[src/rtl/uart_pkg.sv]
// rtl/uart_pkg.sv - shared UART types, line constants and parity helper
package uart_pkg;

    typedef enum logic [2:0] {
        IDLE,
        START,
        DATA,
        PARITY,
        STOP
    } tx_state_t;

    localparam logic START_BIT  = 1'b0;
    localparam logic STOP_BIT   = 1'b1;
    localparam logic IDLE_LINE  = 1'b1;
    localparam int   PRESCALE_W = 6;

    // Parity over a zero-extended word; odd=1 selects odd parity.
    // Zero-extension does not change the XOR, so any width up to 64 fits.
    function automatic logic calc_parity(input logic [63:0] data, input logic odd);
        return (^data) ^ odd;
    endfunction

endpackage

[src/rtl/uart_tx_serializer.sv]
// rtl/uart_tx_serializer.sv - LSB-first shift register with bit counter for the UART TX path
module uart_tx_serializer #(
    parameter int width = 8
) (
    input  logic             CLK,
    input  logic             RST,
    input  logic             load,
    input  logic             shift,
    input  logic [width-1:0] data_in,
    output logic             data_bit,
    output logic             done
);

    localparam int CNT_W = $clog2(width + 1);

    logic [width-1:0] shift_reg;
    logic [CNT_W-1:0] bit_cnt;

    // Load a fresh word, or hand out bit 0 and shift right, counting bits emitted.
    always_ff @(posedge CLK) begin
        if (RST) begin
            shift_reg <= '0;
            bit_cnt   <= '0;
        end else if (load) begin
            shift_reg <= data_in;
            bit_cnt   <= '0;
        end else if (shift) begin
            shift_reg <= shift_reg >> 1;
            bit_cnt   <= bit_cnt + CNT_W'(1);
        end
    end

    assign data_bit = shift_reg[0];
    // bit_cnt counts bits already placed on the line; width means the last one is out.
    assign done     = (bit_cnt == CNT_W'(width));

endmodule

[src/rtl/uart_tx_framer.sv]
// rtl/uart_tx_framer.sv - UART transmit framer; UART_TX_STOP2_EN selects two stop bits
module uart_tx_framer
    import uart_pkg::*;
#(
    parameter int width = 8
) (
    input  logic                  CLK,
    input  logic                  RST,
    input  logic [width-1:0]      P_DATA,
    input  logic                  DATA_VALID,
    input  logic                  PAR_EN,
    input  logic                  PAR_TYP,
    input  logic [PRESCALE_W-1:0] PRESCALE,
    output logic                  TX_OUT,
    output logic                  BUSY
);

    tx_state_t             state;
    logic [PRESCALE_W-1:0] prescale_lat;
    logic [PRESCALE_W-1:0] prescale_cnt;
    logic                  par_en_lat;
    logic                  par_bit_lat;
`ifdef UART_TX_STOP2_EN
    logic                  stop_second;
`endif

    logic wrap;
    logic accept;
    logic ser_shift;
    logic ser_bit;
    logic ser_done;

    // End of the current bit time; meaningless in IDLE, where it is never used.
    assign wrap      = (prescale_cnt == prescale_lat - PRESCALE_W'(1));
    assign accept    = (state == IDLE) && DATA_VALID;
    // The first shift hands bit 0 to the line as START ends; no shift after the last data bit.
    assign ser_shift = wrap && ((state == START) || ((state == DATA) && !ser_done));

    uart_tx_serializer #(
        .width (width)
    ) u_serializer (
        .CLK      (CLK),
        .RST      (RST),
        .load     (accept),
        .shift    (ser_shift),
        .data_in  (P_DATA),
        .data_bit (ser_bit),
        .done     (ser_done)
    );

    // Frame FSM with prescale counter and registered line/busy outputs.
    always_ff @(posedge CLK) begin
        if (RST) begin
            state        <= IDLE;
            TX_OUT       <= IDLE_LINE;
            BUSY         <= 1'b0;
            prescale_cnt <= '0;
            prescale_lat <= '0;
            par_en_lat   <= 1'b0;
            par_bit_lat  <= 1'b0;
`ifdef UART_TX_STOP2_EN
            stop_second  <= 1'b0;
`endif
        end else begin
            if (state == IDLE || wrap) begin
                prescale_cnt <= '0;
            end else begin
                prescale_cnt <= prescale_cnt + PRESCALE_W'(1);
            end

            case (state)
                IDLE: begin
                    if (DATA_VALID) begin
                        prescale_lat <= (PRESCALE == '0) ? PRESCALE_W'(1) : PRESCALE;
                        par_en_lat   <= PAR_EN;
                        par_bit_lat  <= calc_parity(64'(P_DATA), PAR_TYP);
                        state        <= START;
                        TX_OUT       <= START_BIT;
                        BUSY         <= 1'b1;
                    end
                end
                START: begin
                    if (wrap) begin
                        state  <= DATA;
                        TX_OUT <= ser_bit;
                    end
                end
                DATA: begin
                    if (wrap) begin
                        if (!ser_done) begin
                            TX_OUT <= ser_bit;
                        end else if (par_en_lat) begin
                            state  <= PARITY;
                            TX_OUT <= par_bit_lat;
                        end else begin
                            state  <= STOP;
                            TX_OUT <= STOP_BIT;
                        end
                    end
                end
                PARITY: begin
                    if (wrap) begin
                        state  <= STOP;
                        TX_OUT <= STOP_BIT;
                    end
                end
                STOP: begin
                    if (wrap) begin
`ifdef UART_TX_STOP2_EN
                        if (!stop_second) begin
                            stop_second <= 1'b1;
                        end else begin
                            stop_second <= 1'b0;
                            state       <= IDLE;
                            BUSY        <= 1'b0;
                        end
`else
                        state <= IDLE;
                        BUSY  <= 1'b0;
`endif
                    end
                end
                default: begin
                    state  <= IDLE;
                    TX_OUT <= IDLE_LINE;
                    BUSY   <= 1'b0;
                end
            endcase
        end
    end

endmodule

[config.mk]
export PLATFORM = sky130hd
export DESIGN_NAME = uart_tx_framer
export DESIGN_NICKNAME = d
export VERILOG_FILES = /design/src/rtl/uart_pkg.sv /design/src/rtl/uart_tx_serializer.sv /design/src/rtl/uart_tx_framer.sv
export SDC_FILE = /design/constraint.sdc
export NUM_CORES = 1
export LEC_CHECK = 0
export ABC_AREA = 1
export ABC_CLOCK_PERIOD_IN_PS = 5700
export CAP_MARGIN = 20
export CORE_MARGIN = 5
export CORE_UTILIZATION = 60
export DETAILED_ROUTE_END_ITERATION = 8
export PLACE_DENSITY_LB_ADDON = 0.25
export SLEW_MARGIN = 30
export SYNTH_ARGS = -nofsm -noshare
export SYNTH_HDL_FRONTEND = slang
export SYNTH_HIERARCHICAL = 1
export SYNTH_SLANG_ARGS = --single-unit
[constraint.sdc]
create_clock -name CLK -period 5.7 [get_ports CLK]
set_input_delay 0.855 -clock CLK [delete_from_list [all_inputs] [get_ports CLK]]
set_output_delay 0.855 -clock CLK [all_outputs]
set_load 0.02 [all_outputs]
# == Word level (Yosys, flattened, before mapping) ==
# Cells that the tools add are included.
# word_totals
in_bits,19
memories,0
ramBits,0
rom_bits,0
out_inout_bits,2
latch_bits,0
regBits,31
# classes
n_eq_ne,12
mux,21
div,0
n_lt_le_gt_ge,0
n_bitwise,3
shift,0
reduce_logical,17
addsub,3
n_mul,0
# ops
op,n
XOR reduction 64 bit,1
two-way mux 3 bit,7
two-way mux 8 bit,2
one-hot mux 3 bit (5 select lines),1
"!= test 2 bit, second input constant",6
two-way mux 1 bit,8
"adder 6 x 1 -> 6 bit, second input constant",1
"== test 3 x 2 -> 1 bit, second input constant",2
== test 6 bit,1
logical NOT 6 bit,1
two-way mux 6 bit,1
AND reduction 6 bit,1
"subtractor 6 x 1 -> 6 bit, second input constant",1
one-hot mux 1 bit (5 select lines),1
AND reduction 5 bit,1
"adder 4 x 1 -> 4 bit, second input constant",1
"== test 4 bit, second input constant",1
OR reduction 2 bit,2
"== test 3 x 1 -> 1 bit, second input constant",1
"== test 3 bit, second input constant",1
logical AND 1 bit,3
logical NOT 3 bit,1
one-hot mux 1 bit (3 select lines),1
AND reduction 3 bit,1
other kinds (7),9

# == Logic depth before layout (Yosys ltp) ==
# logic_depth
depth_word,7
mapped_depth,16
depth_no_buf,15

# == By module ==
# Netlist, hierarchy kept.
# modules_own_cells
mod,cells_each,n_inst,seq_area_each_um2,area_each_um2
uart_tx_framer,171,1,380.4,1176.1
uart_tx_serializer,91,1,240.2,636.9

# == Worst setup path after synthesis ==
# No wires, ideal clock.
# synth_timing
path_type,reg2reg
from,register prescale_lat[0]
to,register u_serializer.bit_cnt[3]
arrival_time_ns,1.750
stages_incl_launch_ff,17
n_path_buf,1
slack_ns,3.837
path_cell_list,dfxtp_1 inv_2 ha_1 inv_1 nand2_1 nand2_1 nor2_1 nand2_1 nor2_4 nand3_4 nor2_1 buf_6 nand2_4 nor2_4 nand2_1 nand2_1 nor2_1
# synth_between
elab_chain_len,3
# synth_rtl
item,line,source
from (decl),uart_tx_framer.sv:19,logic [PRESCALE_W-1:0] prescale_lat;
from (signal assigned),uart_tx_framer.sv:74,prescale_lat <= (PRESCALE == '0) ? PRESCALE_W'(1) : PRESCALE;
subtractor 6 x 1 -> 6 bit,uart_tx_framer.sv:34,assign wrap = (prescale_cnt == prescale_lat - PRESCALE_W'(1));
== test 6 bit,uart_tx_framer.sv:34,
logical AND 1 bit,uart_tx_framer.sv:37,assign ser_shift = wrap && ((state == START) || ((state == DATA) && !ser_done));
via ser_shift,uart_tx_framer.sv:29,logic ser_shift;
to (signal assigned),uart_tx_serializer.sv:29,bit_cnt <= bit_cnt + CNT_W'(1);
to (decl),uart_tx_serializer.sv:17,logic [CNT_W-1:0] bit_cnt;
# The timed path passes the listed nets, and every way through them passes these cells.
# A chain may end at the register's enable or synchronous reset.

# == Final worst setup path ==
# layout_timing
from,register prescale_lat[1]
to,register u_serializer.shift_reg[0]
# layout_between
elab_chain_len,4
# layout_rtl
item,line,source
subtractor 6 x 1 -> 6 bit,uart_tx_framer.sv:34,
== test 6 bit,uart_tx_framer.sv:34,
logical AND 1 bit,uart_tx_framer.sv:37,
via ser_shift,uart_tx_framer.sv:29,
nonzero test 2 bit (no source line),-,
to (signal assigned),uart_tx_serializer.sv:25,shift_reg <= data_in;
to (signal assigned),uart_tx_serializer.sv:28,shift_reg <= shift_reg >> 1;
to (decl),uart_tx_serializer.sv:16,logic [width-1:0] shift_reg;
# The timed path passes the listed nets, and every way through them passes these cells.

==> results.sh <==
export IMPL_grt_pass1_wl_mm=6.18
export IMPL_wl_mm=3.54
export IMPL_arrival_ns=2.70
export IMPL_pwr_share_clk_pct=15.5
export IMPL_synth_compound_area_share_pct=11.4
export IMPL_start_util_pct=60.9
export IMPL_n_antenna_cell=0
export IMPL_fp_dieArea_um2=4220
export IMPL_fin_setup_tns_ns=0
export IMPL_fin_crit_sh_pct=43.1
export IMPL_p_per_area_nw_per_um2=410
export IMPL_drt_initial_drc_count=120
export IMPL_clkSinkCount=31
export IMPL_cts_buffers=5
export IMPL_ys_flop_type="dfxtp_1"
export IMPL_end_kind="register"
export IMPL_synth_simple_area_share_pct=36.2
export IMPL_final_min_clock_period_ns=2.46
export IMPL_crit_path_cell_trace="inv_1, ha_1, inv_1, nand2_1, nand2_1, nor2_1, nand2_1, nor2_4, nand3_4, nor2_1, nor2_2, nand2_1, nand3_1, nand2_1, inv_1"
export IMPL_synth_xor_area_share_pct=6.21
export IMPL_ir_drop_uv=155
export IMPL_total_power_mw=0.851
export IMPL_rows=20
export IMPL_dpl_instance_area_um2=2020
export IMPL_synth_top_area_share_pct=34.2
export IMPL_worst_path_max_delay_cell="nor2_1"
export IMPL_clkTransAtPathRegs_ns=0.10
export IMPL_r2r_slack_ns=3.24
export IMPL_critPathMostFrequentCell="nand2_1"
export IMPL_yosysWarnings=6
export IMPL_slew_viol_final=0
export IMPL_wl_per_cell_um=11.2
export IMPL_netlist_instances=262
export IMPL_fin_area_um2=2070
export IMPL_ff2ff_path_depth=15
export IMPL_place_congestion=0.903
export IMPL_skew_ns=0.0184
export IMPL_power_leakage_nw=0.908
export IMPL_drc=0
export IMPL_seq_area_frac_synth_pct=34.2
export IMPL_post_cts_buffers=0
export IMPL_grt_max_degree=16
export IMPL_fmax_mhz=407
export IMPL_netlist_top_cells_area="dfxtp_1 34%, nand2_1 15%, nor2_1 6.2%, inv_1 5.0%, a21oi_1 4.7%"
export IMPL_synth_top_cell_by_area="dfxtp_1"
export IMPL_vias=1597
export IMPL_critPathRequiredTime_ns=5.95
export IMPL_critical_path_startpoint="prescale_lat[1]"
export IMPL_synth_edff_count=0
export IMPL_crit_cells=15
export IMPL_p_sw_mw=0.376
export IMPL_intPower_mw=0.474
export IMPL_place_hpwl_mm=2.70
export IMPL_synth_top_family_by_area="simple AND/OR/NAND/NOR gates"
export IMPL_path_max_fanout=11
export IMPL_tightest_slew_ns=0.787
export IMPL_place_ws_ns=3.07
export IMPL_async_flop_share_pct=0
export IMPL_io_buffers=20
export IMPL_clock_latency_ns=0.34
export IMPL_synth_area_mux_share_pct=0
export IMPL_p_comb_share_pct=47.5
export IMPL_grt_pass1_vias=1501
export IMPL_vias_per_cell=5.04
export IMPL_cap_viol_max_count=0
export IMPL_die_height_um=65.0
export IMPL_synth_common_cells="74 x nand2_1, 31 x dfxtp_1, 30 x nor2_1"
export IMPL_crit_path_end="u_serializer/shift_reg[0]"
export IMPL_post_synth_top_count_cell="nand2_1"
export IMPL_die_w_um=65.0
export IMPL_syn_nets=285
export IMPL_status="completed"
export IMPL_drt_pass1_iterations=4
export IMPL_synth_cell_types=31
export IMPL_ant_nets=0
export IMPL_p_seq_share_pct=37.0
export IMPL_io_pin_count=21
export IMPL_antenna_found_initial=0
export IMPL_synth_seq_cells=31
export IMPL_overflow=0
export IMPL_regToRegStartpoint="prescale_lat[1]"
export IMPL_rsz0062_at_grt="false"
export IMPL_crit_path_start_kind="register"
export IMPL_layout_nets=307
export IMPL_layout_drive_gt1_share_pct=13.7
export IMPL_crit_buf_inv=3
export IMPL_cts_repair_resized=0
export IMPL_slowest_delay_ns=0.62
export IMPL_synthToLayoutAreaGrowth_pct=14.4
export IMPL_worst_slack_ns=3.24
export IMPL_setup_viol=0
export IMPL_reg2reg_to="u_serializer/shift_reg[0]"
export IMPL_core_um2=2980
export IMPL_h_tree_depth=2
export IMPL_crit_family="simple AND/OR/NAND/NOR gates"
export IMPL_yosys_area_share_adder_pct=2.76
export IMPL_synth_area_per_cell_um2=6.92
export IMPL_tritoncts="done"
export IMPL_p_sw_share_pct=44.2
export IMPL_hold_violations=0
export IMPL_root_buffer="clkbuf_4"
export IMPL_hp_class="reg -> reg"
export IMPL_clockBufferDepth=2
export IMPL_cts_hold_buf=0
export IMPL_maxSlewHeadroom_pct=47.3
export IMPL_grt_usage_pct=18.9
export IMPL_syn_area_um2=1810
export IMPL_worstSetupPathType="reg -> reg"
export IMPL_largest_reg_flops=8
==> worst min path at each step <==
stage,start,end,slack [ns],cells after the start
final,TX_OUT,TX_OUT,0.47,2
after global routing,prescale_cnt[3],prescale_cnt[3],0.51,2
after CTS,TX_OUT,TX_OUT,0.47,2
after floorplan,u_serializer/shift_reg[7],u_serializer/shift_reg[7],0.44,2
after detailed placement,TX_OUT,TX_OUT,0.45,2
after global placement,TX_OUT,TX_OUT,0.44,2
==> power groups by stage <==
stage	Sequential (mW)	Clock (mW)	Combinational, mW
floorplan	0.313	0	0.326
global placement	0.318	0	0.398
detailed placement	0.318	0	0.402
CTS	0.314	0.135	0.405
global route	0.321	0.145	0.463
finish	0.315	0.132	0.404
==> worst reg2reg max path, delay by kind of cell, from the launching register on <==
kind | cells | cell delay [ns]
AND/OR/NAND/NOR | 11 | 1.57
flip-flops | 1 | 0.36
adder cells (fa/ha/maj) | 1 | 0.29
buffers and inverters | 3 | 0.15
==> layout make-up <==
| class | count | area, um^2 |
|---|---|---|
| Multi-Input combinational cell | 192 | 1030 |
| Fill cell | 262 | 903 |
| Sequential cell | 31 | 621 |
| Timing Repair Buffer | 20 | 200 |
| Inverter | 34 | 130 |
| Clock buffer | 6 | 51.3 |
| Tap cell | 33 | 41.3 |
| Clock inverter | 1 | 5.00 |
==> cell families (layout without fill, tap and decap cells) <==
logic type | after synthesis | in the layout
compound gates | 34 | 34
xor+xnor | 12 | 12
fa+ha+maj | 4 | 4
buf+inv | 39 | 61
simple gates | 142 | 142
flops | 31 | 31
==> placed cells by master, fill, tap and decap left out, drive strengths merged, types with 2 or more instances in the layout <==
master and count:
clkbuf 6, nand3 18, nor3 4, nor3b 2, o21ai 9, dfxtp 31, nor2 40, xnor2 6
nand4 2, clkdlybuf4s50 20, xor2 6, nand2 75, a21oi 23, inv 34, ha 4
==> per-stage QoR <==
step                      util, %  instances  hold slack [ns]
after global placement       67.8        310            0.441
after CTS                    69.7        317            0.471
final                        69.7        317            0.470
after global routing         69.7        317            0.512
after detailed placement     67.8        310            0.447
after floorplan                 -        262            0.440
==> per-layer routing <==
layer	part of all wire, %	up-vias	track usage, %
met5	0	-	0
met4	1.1	0	7.92
met3	5.7	4	6.24
met2	46	26	32.1
met1	47	700	21.6
li1	-	867	-
Note: power is estimated with default switching activity, not from simulation.
